## config.mk

```make
export PLATFORM = sky130hd
export DESIGN_NAME = ahb_master
export DESIGN_NICKNAME = d
export VERILOG_FILES = /design/src/rtl/ahb_pkg.sv /design/src/rtl/ahb_addr_gen.sv /design/src/rtl/ahb_master.sv
export SDC_FILE = /design/constraint.sdc
export NUM_CORES = 1
export LEC_CHECK = 0
export BUFFER_PORTS_ARGS = -buffer_cell sky130_fd_sc_hd__buf_4
export CORE_MARGIN = 2
export CORE_UTILIZATION = 52
export CTS_CLUSTER_SIZE = 10
export DETAILED_ROUTE_END_ITERATION = 10
export PLACE_DENSITY = 0.86
export REMOVE_ABC_BUFFERS = 1
export SLEW_MARGIN = 20
export SYNTH_ARGS = -nofsm -noshare
export SYNTH_HDL_FRONTEND = slang
export SYNTH_SLANG_ARGS = --single-unit
export TNS_END_PERCENT = 50
```

## constraint.sdc

```tcl
create_clock -name HMASTCLOCK -period 4.2 [get_ports HMASTCLOCK]
set_clock_uncertainty 0.15 [all_clocks]
set_input_delay 0.84 -clock HMASTCLOCK [delete_from_list [all_inputs] [get_ports HMASTCLOCK]]
set_output_delay 0.84 -clock HMASTCLOCK [all_outputs]
set_load 0.01 [all_outputs]
```

## src/rtl/ahb_pkg.sv

```systemverilog
// Shared AHB-Lite encodings and the initiator state type.
package ahb_pkg;

  localparam logic [1:0] HTRANS_IDLE   = 2'b00;
  localparam logic [1:0] HTRANS_BUSY   = 2'b01;
  localparam logic [1:0] HTRANS_NONSEQ = 2'b10;
  localparam logic [1:0] HTRANS_SEQ    = 2'b11;

  localparam logic [2:0] HBURST_SINGLE = 3'b000;
  localparam logic [2:0] HBURST_INCR4  = 3'b011;

  localparam logic [2:0] HSIZE_BYTE = 3'b000;
  localparam logic [2:0] HSIZE_HALF = 3'b001;
  localparam logic [2:0] HSIZE_WORD = 3'b010;

  typedef enum logic [2:0] {
    ST_IDLE,
    ST_ADDR,
    ST_PIPE,
    ST_LAST,
    ST_ERR
  } master_state_e;

  // Byte increment for a legal HSIZE; illegal sizes never reach the bus.
  function automatic logic [31:0] size_bytes(input logic [2:0] size);
    case (size)
      HSIZE_BYTE: size_bytes = 32'd1;
      HSIZE_HALF: size_bytes = 32'd2;
      HSIZE_WORD: size_bytes = 32'd4;
      default:    size_bytes = 32'd0;
    endcase
  endfunction

endpackage

```

## src/rtl/ahb_addr_gen.sv

```systemverilog
// Combinational burst address helper: next-beat address and command legality.
module ahb_addr_gen
  import ahb_pkg::*;
#(
  parameter int BOUNDARY_LOG2 = 10
) (
  input  logic [31:0] cur_addr,
  input  logic [2:0]  cur_size,
  output logic [31:0] next_addr,
  input  logic [31:0] chk_addr,
  input  logic [2:0]  chk_size,
  input  logic        chk_incr4,
  output logic        chk_legal
);

  logic [31:0] last_addr;
  logic [31:0] crossed;
  logic        size_ok;
  logic        aligned;
  logic        no_cross;

  always_comb begin
    next_addr = cur_addr + size_bytes(cur_size);

    size_ok = (chk_size <= HSIZE_WORD);
    case (chk_size)
      HSIZE_BYTE: aligned = 1'b1;
      HSIZE_HALF: aligned = ~chk_addr[0];
      HSIZE_WORD: aligned = (chk_addr[1:0] == 2'b00);
      default:    aligned = 1'b0;
    endcase

    // Any differing bit at or above the boundary bit means the burst crosses it.
    last_addr = chk_addr + (size_bytes(chk_size) * 32'd3);
    crossed   = (chk_addr ^ last_addr) >> BOUNDARY_LOG2;
    no_cross  = !chk_incr4 || (crossed == 32'd0);

    chk_legal = size_ok && aligned && no_cross;
  end

endmodule

```

## src/rtl/ahb_master.sv

```systemverilog
// Single-channel AHB-Lite initiator: one SINGLE or INCR4 command at a time,
// pipelined address/data phases with wait-state and two-cycle ERROR handling.
module ahb_master
  import ahb_pkg::*;
#(
  parameter logic [3:0] HPROT_VAL     = 4'b0011,
  parameter int         BOUNDARY_LOG2 = 10
) (
  input  logic        HMASTCLOCK,
  input  logic        HRESETn,
  input  logic        cmd_valid,
  output logic        cmd_ready,
  input  logic [31:0] cmd_addr,
  input  logic        cmd_write,
  input  logic [2:0]  cmd_size,
  input  logic        cmd_burst,
  input  logic [31:0] cmd_wdata,
  output logic        wdata_pop,
  output logic [31:0] rdata,
  output logic        rdata_valid,
  output logic        done,
  output logic        done_err,
  output logic [31:0] HADDR,
  output logic        HWRITE,
  output logic [2:0]  HSIZE,
  output logic [2:0]  HBURST,
  output logic [3:0]  HPROT,
  output logic [1:0]  HTRANS,
  output logic [31:0] HWDATA,
  input  logic        HREADY,
  input  logic        HRESP,
  input  logic [31:0] HRDATA
);

  master_state_e state_q, state_d;
  logic [1:0]    beat_q, beat_d;
  logic [1:0]    htrans_d;
  logic [31:0]   haddr_d, hwdata_d, rdata_d;
  logic          hwrite_d, rdata_valid_d, done_d, done_err_d;
  logic [2:0]    hsize_d, hburst_d;
  logic [31:0]   next_addr;
  logic          cmd_legal;

  assign cmd_ready = (state_q == ST_IDLE);
  assign HPROT     = HPROT_VAL;

  ahb_addr_gen #(
    .BOUNDARY_LOG2(BOUNDARY_LOG2)
  ) u_addr_gen (
    .cur_addr (HADDR),
    .cur_size (HSIZE),
    .next_addr(next_addr),
    .chk_addr (cmd_addr),
    .chk_size (cmd_size),
    .chk_incr4(cmd_burst),
    .chk_legal(cmd_legal)
  );

  always_ff @(posedge HMASTCLOCK or negedge HRESETn) begin
    if (!HRESETn) begin
      state_q     <= ST_IDLE;
      beat_q      <= 2'd0;
      HTRANS      <= HTRANS_IDLE;
      HADDR       <= 32'd0;
      HWDATA      <= 32'd0;
      HWRITE      <= 1'b0;
      HSIZE       <= HSIZE_WORD;
      HBURST      <= HBURST_SINGLE;
      rdata       <= 32'd0;
      rdata_valid <= 1'b0;
      done        <= 1'b0;
      done_err    <= 1'b0;
    end else begin
      state_q     <= state_d;
      beat_q      <= beat_d;
      HTRANS      <= htrans_d;
      HADDR       <= haddr_d;
      HWDATA      <= hwdata_d;
      HWRITE      <= hwrite_d;
      HSIZE       <= hsize_d;
      HBURST      <= hburst_d;
      rdata       <= rdata_d;
      rdata_valid <= rdata_valid_d;
      done        <= done_d;
      done_err    <= done_err_d;
    end
  end

  always_comb begin
    state_d       = state_q;
    beat_d        = beat_q;
    htrans_d      = HTRANS;
    haddr_d       = HADDR;
    hwdata_d      = HWDATA;
    hwrite_d      = HWRITE;
    hsize_d       = HSIZE;
    hburst_d      = HBURST;
    rdata_d       = rdata;
    rdata_valid_d = 1'b0;
    done_d        = 1'b0;
    done_err_d    = 1'b0;
    wdata_pop     = 1'b0;

    case (state_q)
      ST_IDLE: begin
        if (cmd_valid) begin
          if (!cmd_legal) begin
            done_d     = 1'b1;
            done_err_d = 1'b1;
          end else begin
            htrans_d = HTRANS_NONSEQ;
            haddr_d  = cmd_addr;
            hwrite_d = cmd_write;
            hsize_d  = cmd_size;
            hburst_d = cmd_burst ? HBURST_INCR4 : HBURST_SINGLE;
            beat_d   = 2'd0;
            state_d  = ST_ADDR;
          end
        end
      end

      ST_ADDR: begin
        if (HREADY) begin
          wdata_pop = HWRITE;
          if (HWRITE) hwdata_d = cmd_wdata;
          if (HBURST == HBURST_INCR4) begin
            htrans_d = HTRANS_SEQ;
            haddr_d  = next_addr;
            beat_d   = 2'd1;
            state_d  = ST_PIPE;
          end else begin
            htrans_d = HTRANS_IDLE;
            state_d  = ST_LAST;
          end
        end
      end

      // Data phase of beat_q-1 overlaps the address phase of beat_q.
      ST_PIPE: begin
        if (HRESP) begin
          htrans_d = HTRANS_IDLE;
          if (HREADY) begin
            done_d     = 1'b1;
            done_err_d = 1'b1;
            state_d    = ST_IDLE;
          end else begin
            state_d = ST_ERR;
          end
        end else if (HREADY) begin
          wdata_pop = HWRITE;
          if (HWRITE) begin
            hwdata_d = cmd_wdata;
          end else begin
            rdata_d       = HRDATA;
            rdata_valid_d = 1'b1;
          end
          if (beat_q == 2'd3) begin
            htrans_d = HTRANS_IDLE;
            state_d  = ST_LAST;
          end else begin
            htrans_d = HTRANS_SEQ;
            haddr_d  = next_addr;
            beat_d   = beat_q + 2'd1;
          end
        end
      end

      ST_LAST: begin
        if (HRESP) begin
          if (HREADY) begin
            done_d     = 1'b1;
            done_err_d = 1'b1;
            state_d    = ST_IDLE;
          end else begin
            state_d = ST_ERR;
          end
        end else if (HREADY) begin
          if (!HWRITE) begin
            rdata_d       = HRDATA;
            rdata_valid_d = 1'b1;
          end
          done_d  = 1'b1;
          state_d = ST_IDLE;
        end
      end

      ST_ERR: begin
        if (HREADY) begin
          done_d     = 1'b1;
          done_err_d = 1'b1;
          state_d    = ST_IDLE;
        end
      end

      default: begin
        htrans_d = HTRANS_IDLE;
        state_d  = ST_IDLE;
      end
    endcase
  end

endmodule

```

==> flow_metrics.py <==
metrics = {
    "timing": {
        "fin_ws_ns": 0.390,
        "final_hold_viol_count": 0,
        "timing.setup.tns_ns": 0,
        "slew_viol_final": 0,
        "fmaxAchievable_ghz": 0.262,
        "max_slew_margin": 0.250,
        "final.min_clock_period_ns": 3.81,
        "worstMarginPinSlew_ns": 1.13,
        "hold_ws_ns": 0.243,
        "finalCritPeriodShare": 0.907,
        "setup_viol": 0,
        "rsz0062_at_grt": "false",
    },
    "finish": {
        "fin_area_sq_um": 7510,
        "fin_util": 0.724,
        "drive_gt1_frac": 0.448,
        "fin_nets": 836,
        "diodes": 0,
        "layout.cells.non_filler": 859,
        "area_growth_syn_to_layout_pct": 34.2,
    },
    "global_routing": {
        "grt_pass1_vias": 4740,
        "grt_usage": 0.263,
        "grt_pass1_wl_mm": 24.0,
        "grt_overflow": 0,
        "antenna_found_initial": 0,
        "grt_max_degree": 47,
    },
    "clocking": {
        "cts_tree": "done",
        "clk_latency_ns": 0.38,
        "cts_buffer_depth": 2,
        "clk_pin_slew_ns": 0.11,
        "cts-resized-gates": 0,
        "post_cts_buffers": 0,
        "cts_root_buffer": "clkbuf_8",
        "htreeDepth": 3,
        "cts_inserted_buffers": 9,
        "hold_buffers": 0,
        "clock_sinks": 111,
    },
    "logic_synthesis": {
        "synth_top_area_share": 0.492,
        "async_flop_share": 1.00,
        "yosysTopAreaCell": "dfrtp_1",
        "synthFlopType": "dfrtp_1",
        "ys_ff_latch": 111,
        "synth_edf_count": 0,
        "synth_cell_types": 65,
        "synth_area_sq_um": 5600,
        "synth.avg_cell_area_sq_um": 10.8,
        "syn_inst": 516,
        "seq_area_frac_synth": 0.497,
        "yosys_warnings": 0,
        "synth.area.top_cells": "dfrtp_1 49%, mux2_2 14%, o21ai_0 3.8%",
    },
    "setup_path": {
        "r2r_cells": 9,
        "startpoint_type": "input port",
        "critPathMaxFanout": 7,
        "r2r_slack_ns": 1.01,
        "cp.required_ns": 4.31,
        "arrival_ns": 3.92,
        "worstSetupPathType": "in -> reg",
        "cp-end-kind": "flip-flop",
    },
    "floorplanning": {
        "fp.dieH_um": 108,
        "fp.dieW_um": 108,
        "ios": 220,
        "dieArea_sq_um": 11600,
        "rows": 37,
        "core_area_sq_um": 10400,
        "initial_utilization": 0.540,
    },
    "placement": {
        "dp_cells": 843,
        "placed_cell_area_sq_um": 7330,
        "place.gp.congestion": 0.883,
        "portBuffers": 214,
        "pre_cts_slack_ns": -0.0267,
        "dp_hpwl_mm": 11.6,
    },
    "outcome": {
        "status": "finished clean",
    },
    "power": {
        "power.density_nw_per_um2": 781,
        "total_power_mw": 5.87,
        "ir_worst_vdd_uv": 447,
        "power_leakage_nw": 3.51,
    },
    "flow_run": {
        "drv_cap": 0,
    },
    "routing": {
        "drc": 0,
        "wire_per_inst_um": 18.0,
        "ant_nets": 0,
        "vias": 4981,
        "firstDrtPassIters": 5,
        "vias_per_cell": 5.80,
        "drt_iter0_drc": 278,
        "routed_wl_mm": 15.5,
    },
    "min_path": {
        "worstHoldPathType": "in -> async",
    },
}
==> report_power, final <==
| part | total (mW) | internal, mW | switching, mW | leakage (nW) |
|---|---|---|---|---|
| Clock | 0.609 | 0.227 | 0.382 | 0.0940 |
| Combinational | 3.19 | 1.58 | 1.62 | 2.09 |
| Sequential | 2.07 | 1.60 | 0.470 | 1.33 |
==> layout by cell type (no fill, tap or decap), types with 3 or more instances in the layout <==
cell type	count
buf_4	222
dfrtp_1	110
mux2_2	70
o21ai_0	43
nand2_1	35
a21oi_1	35
a31oi_1	24
nor2_1	18
nand3_1	18
inv_1	10
ha_1	10
clkbuf_8	9
nor3_1	8
nand4_1	7
o22ai_1	7
a21o_1	6
nand2b_1	6
conb_1	6
and3_1	4
nor3b_1	3
nor2b_1	3
and4_1	3
mux2_1	3
nor4_1	3
or3_1	3
==> layout make-up <==
cell class	instances	area (sq um)
multi-input cells	362	2640
well taps	136	170
clock buffers	10	128
flip-flops and latches	111	2780
repair buffers	224	1710
inverters	10	37.5
clock inverters	6	56.3
fillers	742	2860
==> cell families after synthesis <==
family | count (synthesis) | synth area share
adders and majority gates | 12 | 0.0295
xor gates and xnor gates | 2 | 0.00313
AOI/OAI and AO/OA | 145 | 0.160
DFF | 111 | 0.497
buffers and inverters | 47 | 0.0423
other | 2 | 0.00134
muxes | 73 | 0.147
and+or+nand+nor | 124 | 0.121
==> sequential cells by signal (all words and copies together), names as in the netlist <==
register     count
rdata_valid      1
HTRANS           2
beat_q           2
done             1
rdata           32
HADDR           32
HSIZE            3
state_q          3
done_err         1
HWDATA          32
HWRITE           1
HBURST           1
==> worst paths after layout <==
kind / startpoint / endpoint
max: cmd_size[0] / HADDR[2]$_DFFE_PN0P_
min: HRESETn / HWDATA[25]$_DFFE_PN0P_
max reg2reg: HSIZE[2]$_DFFE_PN0P_ / HADDR[23]$_DFFE_PN0P_
min reg2reg: beat_q[1]$_DFFE_PN0P_ / beat_q[1]$_DFFE_PN0P_
max in group asynchronous: HRESETn / rdata[14]$_DFFE_PN0P_
min in group HMASTCLOCK: beat_q[1]$_DFFE_PN0P_ / beat_q[1]$_DFFE_PN0P_
==> critical path, cell delays in order <==
cell and delay [ns]:
buf_4 0.13, nor3b_1 0.28, inv_1 0.13, fa_1 0.45, xnor2_1 0.14, ha_1 0.31
a211oi_1 0.28, a31oi_1 0.21, o41ai_4 0.39, and2_1 0.38, mux2_1 0.36
==> routing by layer <==
layer,vias up,wire length (um),global-route usage
li1,2292,-,-
met1,2389,5820,0.332
met2,274,7840,0.453
met3,26,1590,0.0575
met4,0,249,0.0824
met5,-,0,0
==> cells in the mapped netlist, types with 4 or more instances <==
cell        n
dfrtp_1   110
nand4_1     7
a31oi_1    24
o22ai_1     7
mux2_2     70
and3_1      4
a21oi_1    36
buf_4       8
nand2b_1    6
buf_2       6
nor3_1      8
inv_1      10
o21ai_0    43
a21o_1      6
nand3_1    18
clkbuf_1   20
nor2_1     18
nand2_1    35
ha_1       10
Power figures use the tool's default switching activity.
